--- config.mk ---
export PLATFORM = sky130hd
export DESIGN_NAME = ui_debounce
export DESIGN_NICKNAME = d
export VERILOG_FILES = /design/src/rtl/ui_debounce.sv
export SDC_FILE = /design/constraint.sdc
export NUM_CORES = 1
export LEC_CHECK = 0
export CORE_AREA = 2 2 147 149
export DETAILED_ROUTE_END_ITERATION = 6
export DIE_AREA = 0 0 149 151
export HOLD_SLACK_MARGIN = 0.08
export PLACE_DENSITY_LB_ADDON = 0.2
export SYNTH_ARGS = -nofsm -noshare
export SYNTH_HDL_FRONTEND = slang
export SYNTH_SLANG_ARGS = --single-unit
--- constraint.sdc ---
create_clock -name clk -period 3.7 [get_ports clk]
set_input_delay 0.555 -clock clk [delete_from_list [all_inputs] [get_ports clk]]
set_output_delay 0.555 -clock clk [all_outputs]
set_load 0.02 [all_outputs]
--- src/rtl/ui_debounce.sv ---
// ui_debounce: multi-lane switch conditioner.
// Each lane passes through a two-flop synchroniser and is accepted only after
// holding a new level for DEBOUNCE_CYCLES consecutive clocks.
// Optional feature macro: UI_DEBOUNCE_EDGE_EN builds the one-cycle rise/fall
// pulse registers; without it rise and fall are constant zero.
module ui_debounce #(
   parameter int WIDTH           = 8,
   parameter int CNT_W           = 16,
   parameter int DEBOUNCE_CYCLES = 1000
) (
   input  logic             clk,
   input  logic             rst,
   input  logic [WIDTH-1:0] din,
   output logic [WIDTH-1:0] dout,
   output logic [WIDTH-1:0] rise,
   output logic [WIDTH-1:0] fall,
   output logic             busy
);

   // Terminal count: a lane is accepted on the edge where its counter sits here.
   localparam logic [CNT_W-1:0] LP_LAST = CNT_W'(DEBOUNCE_CYCLES - 1);

   // Reject a debounce length the counter cannot represent.
   if ((DEBOUNCE_CYCLES < 1) || (DEBOUNCE_CYCLES > ((2 ** CNT_W) - 1))) begin : g_bad_cycles
      $error("ui_debounce: DEBOUNCE_CYCLES out of range 1..2^CNT_W-1");
   end

   logic [WIDTH-1:0] r_s1;
   logic [WIDTH-1:0] r_s2;
   logic [CNT_W-1:0] r_cnt [WIDTH];
   logic [WIDTH-1:0] r_dout;
   logic [WIDTH-1:0] w_accept;
   logic             w_busy;

   // Two-stage synchroniser bringing the raw pins into the clock domain.
   always_ff @(posedge clk) begin
      if (rst) begin
         r_s1 <= '0;
         r_s2 <= '0;
      end else begin
         r_s1 <= din;
         r_s2 <= r_s1;
      end
   end

   // A lane is accepted when it differs from the output and has counted out.
   always_comb begin
      w_accept = '0;
      for (int i = 0; i < WIDTH; i++) begin
         w_accept[i] = (r_s2[i] != r_dout[i]) && (r_cnt[i] == LP_LAST);
      end
   end

   // Per-lane stability counter and debounced level; any return to the
   // current output level discards the partial count.
   always_ff @(posedge clk) begin
      if (rst) begin
         r_dout <= '0;
         for (int i = 0; i < WIDTH; i++) begin
            r_cnt[i] <= '0;
         end
      end else begin
         for (int i = 0; i < WIDTH; i++) begin
            if (r_s2[i] == r_dout[i]) begin
               r_cnt[i] <= '0;
            end else if (w_accept[i]) begin
               r_dout[i] <= r_s2[i];
               r_cnt[i]  <= '0;
            end else begin
               r_cnt[i] <= r_cnt[i] + CNT_W'(1);
            end
         end
      end
   end

   // Busy is the plain OR of all counters so it tracks them with no lag.
   always_comb begin
      w_busy = 1'b0;
      for (int i = 0; i < WIDTH; i++) begin
         w_busy = w_busy | (r_cnt[i] != '0);
      end
   end

   assign dout = r_dout;
   assign busy = w_busy;

`ifdef UI_DEBOUNCE_EDGE_EN
   logic [WIDTH-1:0] r_rise;
   logic [WIDTH-1:0] r_fall;

   // Edge pulses fire on the accepting edge and clear on the next one.
   always_ff @(posedge clk) begin
      if (rst) begin
         r_rise <= '0;
         r_fall <= '0;
      end else begin
         r_rise <= w_accept & r_s2;
         r_fall <= w_accept & ~r_s2;
      end
   end

   assign rise = r_rise;
   assign fall = r_fall;
`else
   assign rise = '0;
   assign fall = '0;
`endif

endmodule

==> out/results.tsv, run 1 <==
metric	value	unit
status	complete, no violations	
Peak supply drop	0.305	mV
final clock period utilization by the worst path	93.6	%
part of the Yosys area used for sequential elements	52.8	%
antenna diode instance count	0	
clock sink total	152	
category of the worst setup path launch point	flip-flop	
Yosys warnings	0	
critical path class	reg -> out	
Avg Inst Size Synth	10.4	sq um
via count of the first global-routing pass	5566	
number of distinct library cells after synthesis	39	
global-route wire length before repair	27100	microns
number of max-slew violations in the final report	0	
PD cells	411	nW/um^2
initial antenna violation count	0	
Slew Limit Headroom	53.6	%
Post-DRT Antenna Nets	0	
unrepaired setup endpoints after global routing	false	
TritonRoute pass-1 iters	5	
post-synthesis register bit count	152	
data arrival time of the worst path	2.91	ns
Longest Clk Path Bufs	2	
routability congestion estimate	0.798	
pre-CTS setup slack	0.344	ns
final-layout worst hold slack	0.436	ns
PnR worst setup slack	0.238	ns
Synth Flop Type	sky130_fd_sc_hd__edfxtp_1	
via count normalized by instance count	4.77	
final wirelength	15900	microns
average detailed-routed wire length per instance	13.1	microns
maximum fanout along the worst path	6	
Fin Clk Skew	0.00576	ns
maximum frequency from static timing analysis	0.289	GHz
overall die width	149	microns
Die Footprint	22500	sq um
clock-pin transition on the worst setup and hold timing paths	0.06	ns
remaining global-route overflow	0	
synthesis-to-layout area growth	17.4	%
CTS Buf Count	17	
number of buffers added on ports	18	
IO Pins	35	
final standard cell utilization of the core	46.2	%
row count	53	
ranking of synthesized cells by area	sky130_fd_sc_hd__edfxtp_1 (47%), sky130_fd_sc_hd__xnor2_1 (7.7%), sky130_fd_sc_hd__nor2_1 (6.3%)	
Die Height	151	microns
Iteration-0 DRC Markers	319	
maximum number of pins on one net before global-route repair	23	
initial core utilization	39.4	%
half-perimeter wire length of the detailed placement result	11700	microns
Floorplan Core Area	20800	sq um
total global routing track utilization	15.3	%
area leader, netlist	sky130_fd_sc_hd__edfxtp_1	
area share of the largest cell type after synthesis	46.9	%
TritonCTS clock tree	built	
Final Hold Violating Endpoints	0	
CP required	3.14	ns
fraction of layout instances using a drive strength above 1	4.36	%
Mapped Area	8200	sq um
Total Power	3.95	mW
buffer type at the clock tree root	sky130_fd_sc_hd__clkbuf_16	
latest clock arrival within the worst-skew pair	0.42	ns
Post-synth EDFFs	128	
worst hold path class	reg -> reg	
Setup Total Neg Slack	0	ns
total number of H-tree levels	4	
type of element capturing the critical path	primary output	
max-capacitance violation count	0	
share of flip-flops with an asynchronous set or reset	0	%
DRC violations left	0	
final setup vio count	0	
final net count	954	
Final min period	3.46	ns
routed via count	5803	
Slew @ Worst Pin	0.689	ns
setup fix buffers added after clock tree synthesis	0	
synthesized instance count	791	
Pleak	3.36	nW
==> flip-flops by register name (all words and copies together), names as in the netlist <==
signal and flops:
r_s2 8, r_cnt 128, dout 8, r_s1 8
==> synthesized netlist by cell type (all sizes together), types with 16 or more instances <==
| library cell | count |
|---|---|
| edfxtp | 128 |
| dfxtp | 24 |
| nand2 | 40 |
| nor2 | 137 |
| buf | 24 |
| nand3 | 38 |
| clkbuf | 20 |
| inv | 25 |
| xor2 | 39 |
| and3 | 21 |
| nand4 | 48 |
| and4 | 16 |
| nor4 | 42 |
| xnor2 | 72 |
| nor3 | 24 |
| nor2b | 16 |
| ha | 16 |
==> critical path: stages, from the launching register on <==
cell                            delay, ns
sky130_fd_sc_hd__edfxtp_1            0.46
sky130_fd_sc_hd__inv_1               0.09
sky130_fd_sc_hd__ha_1                0.14
sky130_fd_sc_hd__nor4b_1             0.28
sky130_fd_sc_hd__nand4_1             0.16
sky130_fd_sc_hd__or4_1               0.54
sky130_fd_sc_hd__or4_1               0.47
sky130_fd_sc_hd__dlygate4sd2_1       0.35
==> stage by stage <==
step,cell area [sq um],std cells
CTS,9620,1216
global placement,9010,1184
global route,9620,1216
floorplan,8730,933
finish,9620,1216
detailed placement,9010,1184
==> layout by cell type (no fill, tap or decap), types with 8 or more instances in the layout <==
cell type                           n
sky130_fd_sc_hd__conb_1           144
sky130_fd_sc_hd__nor2_1           137
sky130_fd_sc_hd__edfxtp_1         128
sky130_fd_sc_hd__xnor2_1           72
sky130_fd_sc_hd__nand4_1           48
sky130_fd_sc_hd__nor4_1            42
sky130_fd_sc_hd__nand2_1           39
sky130_fd_sc_hd__xor2_1            39
sky130_fd_sc_hd__nand3_1           38
sky130_fd_sc_hd__inv_1             25
sky130_fd_sc_hd__nor3_1            24
sky130_fd_sc_hd__dfxtp_1           24
sky130_fd_sc_hd__and3_1            20
sky130_fd_sc_hd__clkbuf_16         17
sky130_fd_sc_hd__and4_1            16
sky130_fd_sc_hd__nor2b_1           16
sky130_fd_sc_hd__ha_1              16
sky130_fd_sc_hd__clkdlybuf4s50_1   16
sky130_fd_sc_hd__or3_1             10
sky130_fd_sc_hd__a21oi_1            9
sky130_fd_sc_hd__mux2i_1            8
==> path summary, 6_finish.rpt <==
kind | from | end | slack (ns) | cells after the start
max | r_cnt[1][16] | busy | 0.24 | 7
min | r_s1[4] | r_s2[4] | 0.44 | 1
max reg2reg | r_cnt[1][60] | r_cnt[1][55] | 1.48 | 4
min reg2reg | r_s1[4] | r_s2[4] | 0.44 | 1
==> layer usage <==
layer  up-vias  wire length (microns)  GRT usage, %
li1       2969                      -             -
met1      2732                   7760          20.4
met2        88                   7530          24.6
met3        14                    427          2.95
met4         0                    190          6.00
met5         -                      0             0
==> final cells by class <==
type | count | area, sq um
Multi-Input combinational cell | 712 | 4070
Clock inverter | 13 | 153
Clock buffer | 19 | 453
Fill cell | 2045 | 11200
Inverter | 25 | 93.8
Tap cell | 275 | 344
Sequential cell | 152 | 4320
Timing Repair Buffer | 20 | 189
==> where the power goes <==
group	total (mW)	leakage (nW)	switching, mW	internal [mW]
Sequential	2.01	1.52	0.0889	1.93
Clock	1.76	0.290	0.673	1.09
Combinational	0.178	1.56	0.107	0.0705
Total	3.95	3.36	0.869	3.09
==> timing repair <==
action | CTS | global route
setup endpoints to repair | 1 | 0
hold buffers | 0 | 0
gates resized for setup | 2 | 0
==> cells by family after synthesis <==
family / synth area share (%)
compound gates: 1.19
xor+xnor: 11.9
fa+ha+maj: 2.44
buf+inv: 4.20
flops: 52.8
mux: 0.977
other cells: 0.0916
simple gates: 26.5
(Power assumes the default switching activity.)
==> run 2, diff against run 1 <==
--- a/config.mk
+++ b/config.mk
@@ -5,9 +5,10 @@
 export SDC_FILE = /design/constraint.sdc
 export NUM_CORES = 1
 export LEC_CHECK = 0
-export CORE_AREA = 2 2 147 149
+export CORE_AREA = 5 5 150 152
 export DETAILED_ROUTE_END_ITERATION = 6
-export DIE_AREA = 0 0 149 151
+export DIE_AREA = 0 0 155 157
+export GPL_ROUTABILITY_DRIVEN = 0
 export HOLD_SLACK_MARGIN = 0.08
 export PLACE_DENSITY_LB_ADDON = 0.2
 export SYNTH_ARGS = -nofsm -noshare
==> run 2 against run 1 <==
Against the previous run: fmax decreased by 0.80%; global-route usage decreased by 1.6 points; sequential cell count is the same; cell count about the same; cell area down 0.10%; worst hold slack lost 0.0025 ns; clock-buffer cell count shrank 1; first-iteration DRC count fell by 23%; routed wire length about the same; register-to-register slack got worse by 0.03 ns; core utilization shrank 0.19 points.
==> out/results.tsv, run 2 (synthesis results as in run 1) <==
metric	value	unit
buffer type at the clock tree root	sky130_fd_sc_hd__clkbuf_16	
Pleak	3.35	nW
worst-path cell chain	inv_1 -> ha_1 -> nor4b_1 -> nand4_1 -> or4_1 -> or4_1 -> dlygate4sd2_1	
Slew Limit Headroom	59.3	%
Final Hold Violating Endpoints	0	
Fin Clk Skew	0.00947	ns
via count of the first global-routing pass	5378	
fraction of layout instances using a drive strength above 1	4.46	%
highest cell delay on the worst timing path	0.52	ns
Iteration-0 DRC Markers	245	
worst hold path class	reg -> reg	
synthesis-to-layout area growth	17.3	%
unrepaired setup endpoints after global routing	false	
placement-stage cell area	9020	sq um
routed via count	5806	
maximum frequency from static timing analysis	0.287	GHz
data arrival time of the worst path	2.94	ns
final non-filler cell total	1217	
final standard cell utilization of the core	46.0	%
Floorplan Core Area	20900	sq um
CP required	3.14	ns
final setup vio count	0	
DRC violations left	0	
TritonRoute pass-1 iters	5	
max-capacitance violation count	0	
most frequent cells in the layout	sky130_fd_sc_hd__conb_1 (144), sky130_fd_sc_hd__nor2_1 (137), sky130_fd_sc_hd__edfxtp_1 (128)	
maximum fanout along the worst path	6	
Die Footprint	24300	sq um
setup fix buffers added after clock tree synthesis	0	
Final min period	3.49	ns
latest clock arrival within the worst-skew pair	0.43	ns
register containing the most flip-flops in the final layout	r_cnt	
via count normalized by instance count	4.77	
final clock period utilization by the worst path	94.3	%
total global routing track utilization	13.7	%
Post-DRT Antenna Nets	0	
clock-pin transition on the worst setup and hold timing paths	0.06	ns
category of the worst setup path launch point	flip-flop	
most common cell after layout, fill and taps aside	sky130_fd_sc_hd__conb_1	
Total Power	3.91	mW
post-layout instance area	9610	sq um
type of element capturing the critical path	primary output	
Die Height	157	microns
row count	53	
remaining global-route overflow	0	
number of max-slew violations in the final report	0	
Longest Clk Path Bufs	2	
average detailed-routed wire length per instance	13.1	microns
overall die width	155	microns
total instance count after detailed placement	1185	
TritonCTS clock tree	built	
pre-CTS setup slack	0.372	ns
CTS Buf Count	17	
clock sink total	152	
crit path max-delay cell type	sky130_fd_sc_hd__or4_1	
global-route wire length before repair	26700	microns
start point of the critical path	r_cnt[1][16]	
number of buffers added on ports	18	
antenna diode instance count	0	
critical path class	reg -> out	
final net count	955	
Slew @ Worst Pin	0.604	ns
PD cells	407	nW/um^2
Setup Total Neg Slack	0	ns
maximum number of pins on one net before global-route repair	26	
final wirelength	15900	microns
total number of H-tree levels	4	
number of flip-flops in the largest register	128	
Peak supply drop	0.302	mV
initial antenna violation count	0	
status	complete, no violations	
PnR worst setup slack	0.210	ns
critical path's most frequent cell	sky130_fd_sc_hd__or4_1	
Worst Min Path Start	r_s1[0]	
initial core utilization	39.2	%
final-layout worst hold slack	0.433	ns
source of the worst register-to-register timing path	r_cnt[0][29]	
IO Pins	35	
half-perimeter wire length of the detailed placement result	11700	microns
==> run 2: final timing paths <==
kind,to,slack (ns),cells after the start
worst max register to register,r_cnt[0][28],1.45,4
worst min-delay path,r_s2[0],0.43,1
worst max-delay path,busy,0.21,7
worst min register to register,r_s2[0],0.43,1
==> run 2: repair_timing <==
item,CTS,global route
gates resized for setup,2,0
hold buffers,0,0
setup endpoints to repair,1,0
==> run 2: power breakdown <==
part	switching, mW	internal (mW)	leakage, nW
clock	0.705	1.01	0.276
combinational	0.109	0.0711	1.56
sequential	0.0877	1.93	1.52
total	0.902	3.01	3.35
==> run 2: layer usage <==
| metal | part of all wire (%) | wire length (microns) | up-vias | GRT usage, % |
|---|---|---|---|---|
| met5 | 0 | 0 | - | 0 |
| met4 | 1.1 | 170 | 0 | 4.16 |
| met3 | 3.8 | 606 | 13 | 3.52 |
| met2 | 47 | 7480 | 79 | 21.6 |
| met1 | 48 | 7660 | 2731 | 18.6 |
| li1 | - | - | 2983 | - |
==> run 2: worst max-delay path: cells and delay by family, from the launching register on <==
family	cells	cell delay (ns)
DFF	1	0.46
adders and majority gates	1	0.15
buffers and inverters	2	0.45
and+or+nand+nor	4	1.44
==> run 2: cell type report <==
cell class | instances | area [sq um]
clock buffers | 18 | 439
clock inverters | 14 | 149
fillers | 2044 | 11300
inverters | 25 | 93.8
multi-input cells | 712 | 4070
flip-flops and latches | 152 | 4320
well taps | 275 | 344
repair buffers | 21 | 196
